[config.mk]
export PLATFORM = sky130hd
export DESIGN_NAME = mem_dma_flat
export DESIGN_NICKNAME = d
export VERILOG_FILES = /design/src/rtl/mem_dma_if.sv /design/src/rtl/mem_dma.sv /design/src/flat_wrapper.sv
export SDC_FILE = /design/constraint.sdc
export NUM_CORES = 1
export LEC_CHECK = 0
export ABC_AREA = 0
export BUFFER_PORTS_ARGS = -buffer_cell sky130_fd_sc_hd__buf_2
export CAP_MARGIN = 15
export CORE_UTILIZATION = 30
export CTS_BUF_LIST = sky130_fd_sc_hd__clkbuf_8
export DETAILED_ROUTE_END_ITERATION = 16
export PLACE_DENSITY = 0.58
export SLEW_MARGIN = 20
export SYNTH_ARGS = -nofsm -noshare
export SYNTH_HDL_FRONTEND = slang
export SYNTH_SLANG_ARGS = --single-unit
[constraint.sdc]
create_clock -name clk -period 8.7 [get_ports clk]
set_input_delay 0.87 -clock clk [delete_from_list [all_inputs] [get_ports clk]]
set_output_delay 0.87 -clock clk [all_outputs]
set_load 0.02 [all_outputs]
[src/rtl/mem_dma_if.sv]
// rtl/mem_dma_if.sv - RAM port B bundle between mem_dma and the 16K x 8 dual-port RAM
interface mem_dma_if #(
  parameter int AW = 14,
  parameter int DW = 8
);
  logic [AW-1:0] ad;
  logic [DW-1:0] din;
  logic [DW-1:0] dout;
  logic          ce;
  logic          wre;
  logic          oce;

  modport master (output ad, din, ce, wre, oce, input dout);
  modport slave  (input ad, din, ce, wre, oce, output dout);
endinterface

[src/rtl/mem_dma.sv]
// rtl/mem_dma.sv - byte-wide copy/fill engine driving RAM port B
module mem_dma #(
  parameter int AW = 14,
  parameter int DW = 8
) (
  input  logic          clk,
  input  logic          reset,
  input  logic          start,
  input  logic          abort,
  input  logic          mode,
  input  logic [AW-1:0] src,
  input  logic [AW-1:0] dst,
  input  logic [AW:0]   len,
  input  logic [DW-1:0] fill_val,
  output logic          busy,
  output logic          done,
  mem_dma_if.master     ram
);

  typedef enum logic [2:0] {IDLE, RD, WR, FILL, FIN} state_t;

  state_t        state, state_nxt;
  logic [AW-1:0] cur_src, cur_dst;
  logic [AW:0]   remain;
  logic          step_down;
  logic [DW-1:0] fill_q;

  logic [AW-1:0] gap;
  logic [AW-1:0] last_ofs;
  logic          desc;
  logic          last;

  // Overlapping copy with dst ahead of src must run top-down to avoid clobbering unread bytes.
  assign gap      = dst - src;
  assign desc     = ~mode && (dst != src) && ({1'b0, gap} < len);
  assign last_ofs = len[AW-1:0] - 1'b1;
  assign last     = (remain == {{AW{1'b0}}, 1'b1});

  always_comb begin
    state_nxt = state;
    case (state)
      IDLE: begin
        if (start) begin
          if (len == '0)  state_nxt = FIN;
          else if (mode)  state_nxt = FILL;
          else            state_nxt = RD;
        end
      end
      RD:      state_nxt = abort ? IDLE : WR;
      WR:      state_nxt = abort ? IDLE : (last ? FIN : RD);
      FILL:    state_nxt = abort ? IDLE : (last ? FIN : FILL);
      FIN:     state_nxt = IDLE;
      default: state_nxt = IDLE;
    endcase
  end

  always_ff @(posedge clk) begin
    if (!reset) begin
      state     <= IDLE;
      cur_src   <= '0;
      cur_dst   <= '0;
      remain    <= '0;
      step_down <= 1'b0;
      fill_q    <= '0;
    end else begin
      state <= state_nxt;
      case (state)
        IDLE: begin
          if (start) begin
            fill_q    <= fill_val;
            remain    <= len;
            step_down <= desc;
            cur_src   <= desc ? src + last_ofs : src;
            cur_dst   <= desc ? dst + last_ofs : dst;
          end
        end
        RD: begin
          cur_src <= step_down ? cur_src - 1'b1 : cur_src + 1'b1;
        end
        WR, FILL: begin
          remain  <= remain - 1'b1;
          cur_dst <= step_down ? cur_dst - 1'b1 : cur_dst + 1'b1;
        end
        default: ;
      endcase
    end
  end

  assign busy    = (state == RD) || (state == WR) || (state == FILL);
  assign done    = (state == FIN);
  assign ram.ce  = busy;
  assign ram.wre = (state == WR) || (state == FILL);
  assign ram.ad  = (state == RD) ? cur_src : cur_dst;
  assign ram.oce = 1'b1;
  // dout is the RAM's own output register, so forwarding it in WR adds no input-to-output path.
  assign ram.din = (state == WR)   ? ram.dout :
                   (state == FILL) ? fill_q   : '0;

endmodule
[src/flat_wrapper.sv]
// flat-port wrapper written by rule: the top's interface ports become plain ports
module mem_dma_flat 
#(
  parameter int AW = 14,
  parameter int DW = 8
)
  (clk, reset, start, abort, mode, src, dst, len, fill_val, busy, done, ram_ad, ram_din, ram_ce, ram_wre, ram_oce, ram_dout);
  mem_dma_if #(.AW(AW), .DW(DW)) ram_i ();
  input  logic clk;
  input  logic reset;
  input  logic start;
  input  logic abort;
  input  logic mode;
  input  logic [AW-1:0] src;
  input  logic [AW-1:0] dst;
  input  logic [AW:0] len;
  input  logic [DW-1:0] fill_val;
  output logic busy;
  output logic done;
  output wire logic [$bits(ram_i.ad)-1:0] ram_ad;
  output wire logic [$bits(ram_i.din)-1:0] ram_din;
  output wire logic [$bits(ram_i.ce)-1:0] ram_ce;
  output wire logic [$bits(ram_i.wre)-1:0] ram_wre;
  output wire logic [$bits(ram_i.oce)-1:0] ram_oce;
  input wire logic [$bits(ram_i.dout)-1:0] ram_dout;
  assign ram_ad = ram_i.ad;
  assign ram_din = ram_i.din;
  assign ram_ce = ram_i.ce;
  assign ram_wre = ram_i.wre;
  assign ram_oce = ram_i.oce;
  assign ram_i.dout = ram_dout;
  mem_dma #(.AW(AW), .DW(DW)) u_core (.clk(clk), .reset(reset), .start(start), .abort(abort), .mode(mode), .src(src), .dst(dst), .len(len), .fill_val(fill_val), .busy(busy), .done(done), .ram(ram_i));
endmodule
==> flow_summary.json <==
{
  "fin_crit_ps": 5260,
  "arrival_ps": 5540,
  "worstMarginPinSlew_ps": 978,
  "r2r_start": "u_core.step_down$_SDFFE_PN0P_",
  "startpoint": "src[1]",
  "root_buffer": "clkbuf_8",
  "fin_worst_skew_ps": 19.4,
  "syn_nets": 1007,
  "cellLeakagePower_uw": 0.00324,
  "yosysSeqAreaShare_pct": 17.2,
  "io_buffers": 89,
  "dp_hpwl_mm": 15.3,
  "synth_enable_flop_cells": 0,
  "diodes": 0,
  "rsz0062_at_grt": "false",
  "core-area_um2": 21000,
  "cts.sinks": 55,
  "nets": 1074,
  "slew_viol_final": 0,
  "critical_path_required_ps": 8980,
  "fillers": 2303,
  "postRouteAntennaNets": 0,
  "drive_gt1_share_pct": 12.5,
  "pwr_density_cell_nw_per_um2": 143,
  "hold_start": "u_core.fill_q[6]$_SDFFE_PN0P_",
  "outcome": "finished, final reports clean",
  "ios": 91,
  "cp_max_fo": 40,
  "die_h_um": 148,
  "start_util_pct": 30.5,
  "clk_pin_slew_ps": 120,
  "power_uw": 1030,
  "synth_area_leaders": "dfxtp_1 (17%), ha_1 (15%), a21oi_1 (5.9%), nand2_1 (5.9%), xnor2_1 (5.8%)",
  "clkLatencyLatePin_ps": 340,
  "final_area_um2": 7180,
  "antenna_found_initial": 0,
  "endpoint_kind": "flop",
  "wl_mm": 19.5,
  "place_area_um2": 7090,
  "relSlewSlack_pct": 34.8,
  "drtIter0Drc": 417,
  "drtPass1Iterations": 5,
  "yosys.area.top_type": "dfxtp_1",
  "worstSetupPathType": "in2reg",
  "worst_ir_drop_vdd_v": 0.0000646,
  "numCtsBuffers": 5,
  "final_core_util_pct": 34.3,
  "cts_hold_buf": 0,
  "synth_cell_types": 63,
  "syn_area_per_cell_um2": 7.45,
  "htree_num_levels": 2,
  "synthArstFlopShare_pct": 0,
  "grt_pass1_wl_mm": 30.8,
  "ys_ff_latch": 55,
  "die_w_um": 148,
  "startpoint_type": "input port",
  "grt_pass1_vias": 5867,
  "grt_max_degree": 57,
  "gp_congestion": 0.924,
  "syn_to_final_growth_pct": 12.3,
  "synth.cell_area_um2": 6400,
  "fp-row-count": 53,
  "wire_per_inst_um": 16.2,
  "die_area_um2": 21900,
  "num_vias": 6370,
  "max_freq_ghz": 0.190,
  "gr-total-overflow": 0,
  "grt_usage_pct": 17.8,
  "vias_per_cell": 5.30,
  "holdCritPathClass": "reg2reg",
  "hold_violations": 0,
  "drc": 0,
  "ys_warn_count": 0,
  "syn_inst": 859,
  "clockBufferDepth": 2,
  "cts_setup_buffers": 0,
  "timing.final.crit_share_pct": 60.4,
  "setup_viol": 0,
  "synth_ff_type": "dfxtp_1",
  "synth_top_area_share_pct": 17.2,
  "finalSetupTns_ps": 0,
  "cts_resized": 0,
  "drv_cap": 0,
  "cts_tree": "done"
}
==> worst paths after layout <==
path	endpoint	slack [ps]	depth (start not counted)
min	u_core.fill_q[6]$_SDFFE_PN0P_	480	2
max reg2reg	u_core.cur_src[12]$_SDFFE_PN0P_	5620	10
max	u_core.cur_src[13]$_SDFFE_PN0P_	3440	21
min reg2reg	u_core.fill_q[6]$_SDFFE_PN0P_	480	2
==> cell usage after synthesis, drive strengths merged (11+ instances only) <==
master and count:
clkbuf 25, o211ai 19, nor3 27, o21ai 39, a21o 16, a21oi 75
ha 79, nor2 73, inv 44, mux2i 24, dfxtp 55, xnor2 42
nand3 26, a211oi 12, xor2 23, nand2 100, and2 11, a21boi 19
==> per-layer routing <==
layer | GRT usage (%) | up-vias | share of wire, % | routed length (um)
li1 | - | 3266 | - | -
met1 | 25.5 | 2949 | 50 | 9660
met2 | 28.4 | 137 | 45 | 8720
met3 | 1.64 | 18 | 4.0 | 786
met4 | 4.85 | 0 | 1.5 | 286
met5 | 0 | - | 0 | 0
==> metrics by stage <==
step                      setup WS, ps  std cells  hold WS [ps]
after floorplan                   3780        859           443
after global placement            3290       1194           454
after detailed placement          3150       1194           463
after CTS                         3500       1202           480
after global routing              2930       1202           508
final                             3440       1202           476
==> final cells by class <==
cell class	count	area, um^2	area share, %
Timing Repair Buffer	95	490	6.83
Tap cell	275	344	4.79
Sequential cell	55	1100	15.3
Multi-Input combinational cell	725	4990	69.5
Clock buffer	5	68.8	0.958
Clock inverter	3	20.0	0.279
Inverter	44	165	2.30
==> report_power, final <==
part | internal (uW) | switching, uW | total [uW]
clock network | 57.1 | 97.2 | 154
logic | 225 | 330 | 555
registers | 287 | 33.0 | 320
total | 569 | 460 | 1030
==> worst max-delay path, cell delays in order <==
cell and delay, ps:
buf_2 130, inv_1 90, ha_1 300, nor2b_1 130, o21a_1 170, o21ai_0 220
a21oi_1 200, a2111oi_0 610, o21bai_1 170, a21oi_1 190, xnor2_1 140, ha_1 260
nand4b_1 130, nor2_1 80, a21oi_1 120, nor4b_1 580, nand2_1 110, buf_4 310
a2111oi_0 430, o211ai_1 160, a21oi_1 130
==> placed cells by master, fill, tap and decap left out, types with 16 or more instances in the layout <==
cell type,instances
xor2_1,23
a21oi_1,75
xnor2_1,42
mux2i_1,24
nor2_1,72
nand2_1,99
buf_2,89
o21ai_0,39
o211ai_1,19
ha_1,79
dfxtp_1,55
inv_1,45
a21o_1,16
a21boi_0,19
nor3_1,27
nand3_1,26
==> flip-flops by register name (all words and copies together) (netlist names) <==
register and count:
u_core.cur_src 14, u_core.state 3, u_core.step_down 1, u_core.fill_q 8, u_core.cur_dst 14, u_core.remain 15
==> kinds of logic (layout without fill, tap and decap cells) <==
| family | Yosys count | count (layout) | share of synthesized area, % |
|---|---|---|---|
| and+or+nand+nor | 293 | 293 | 21.7 |
| buffers and inverters | 79 | 147 | 4.79 |
| xor gates and xnor gates | 65 | 65 | 8.90 |
| adders and majority gates | 84 | 84 | 17.0 |
| AOI/OAI and AO/OA | 257 | 257 | 26.4 |
| DFF | 55 | 55 | 17.2 |
| other | 1 | 1 | 0.0586 |
| muxes | 25 | 25 | 3.93 |
No activity file was read; power rests on OpenSTA's default activity.
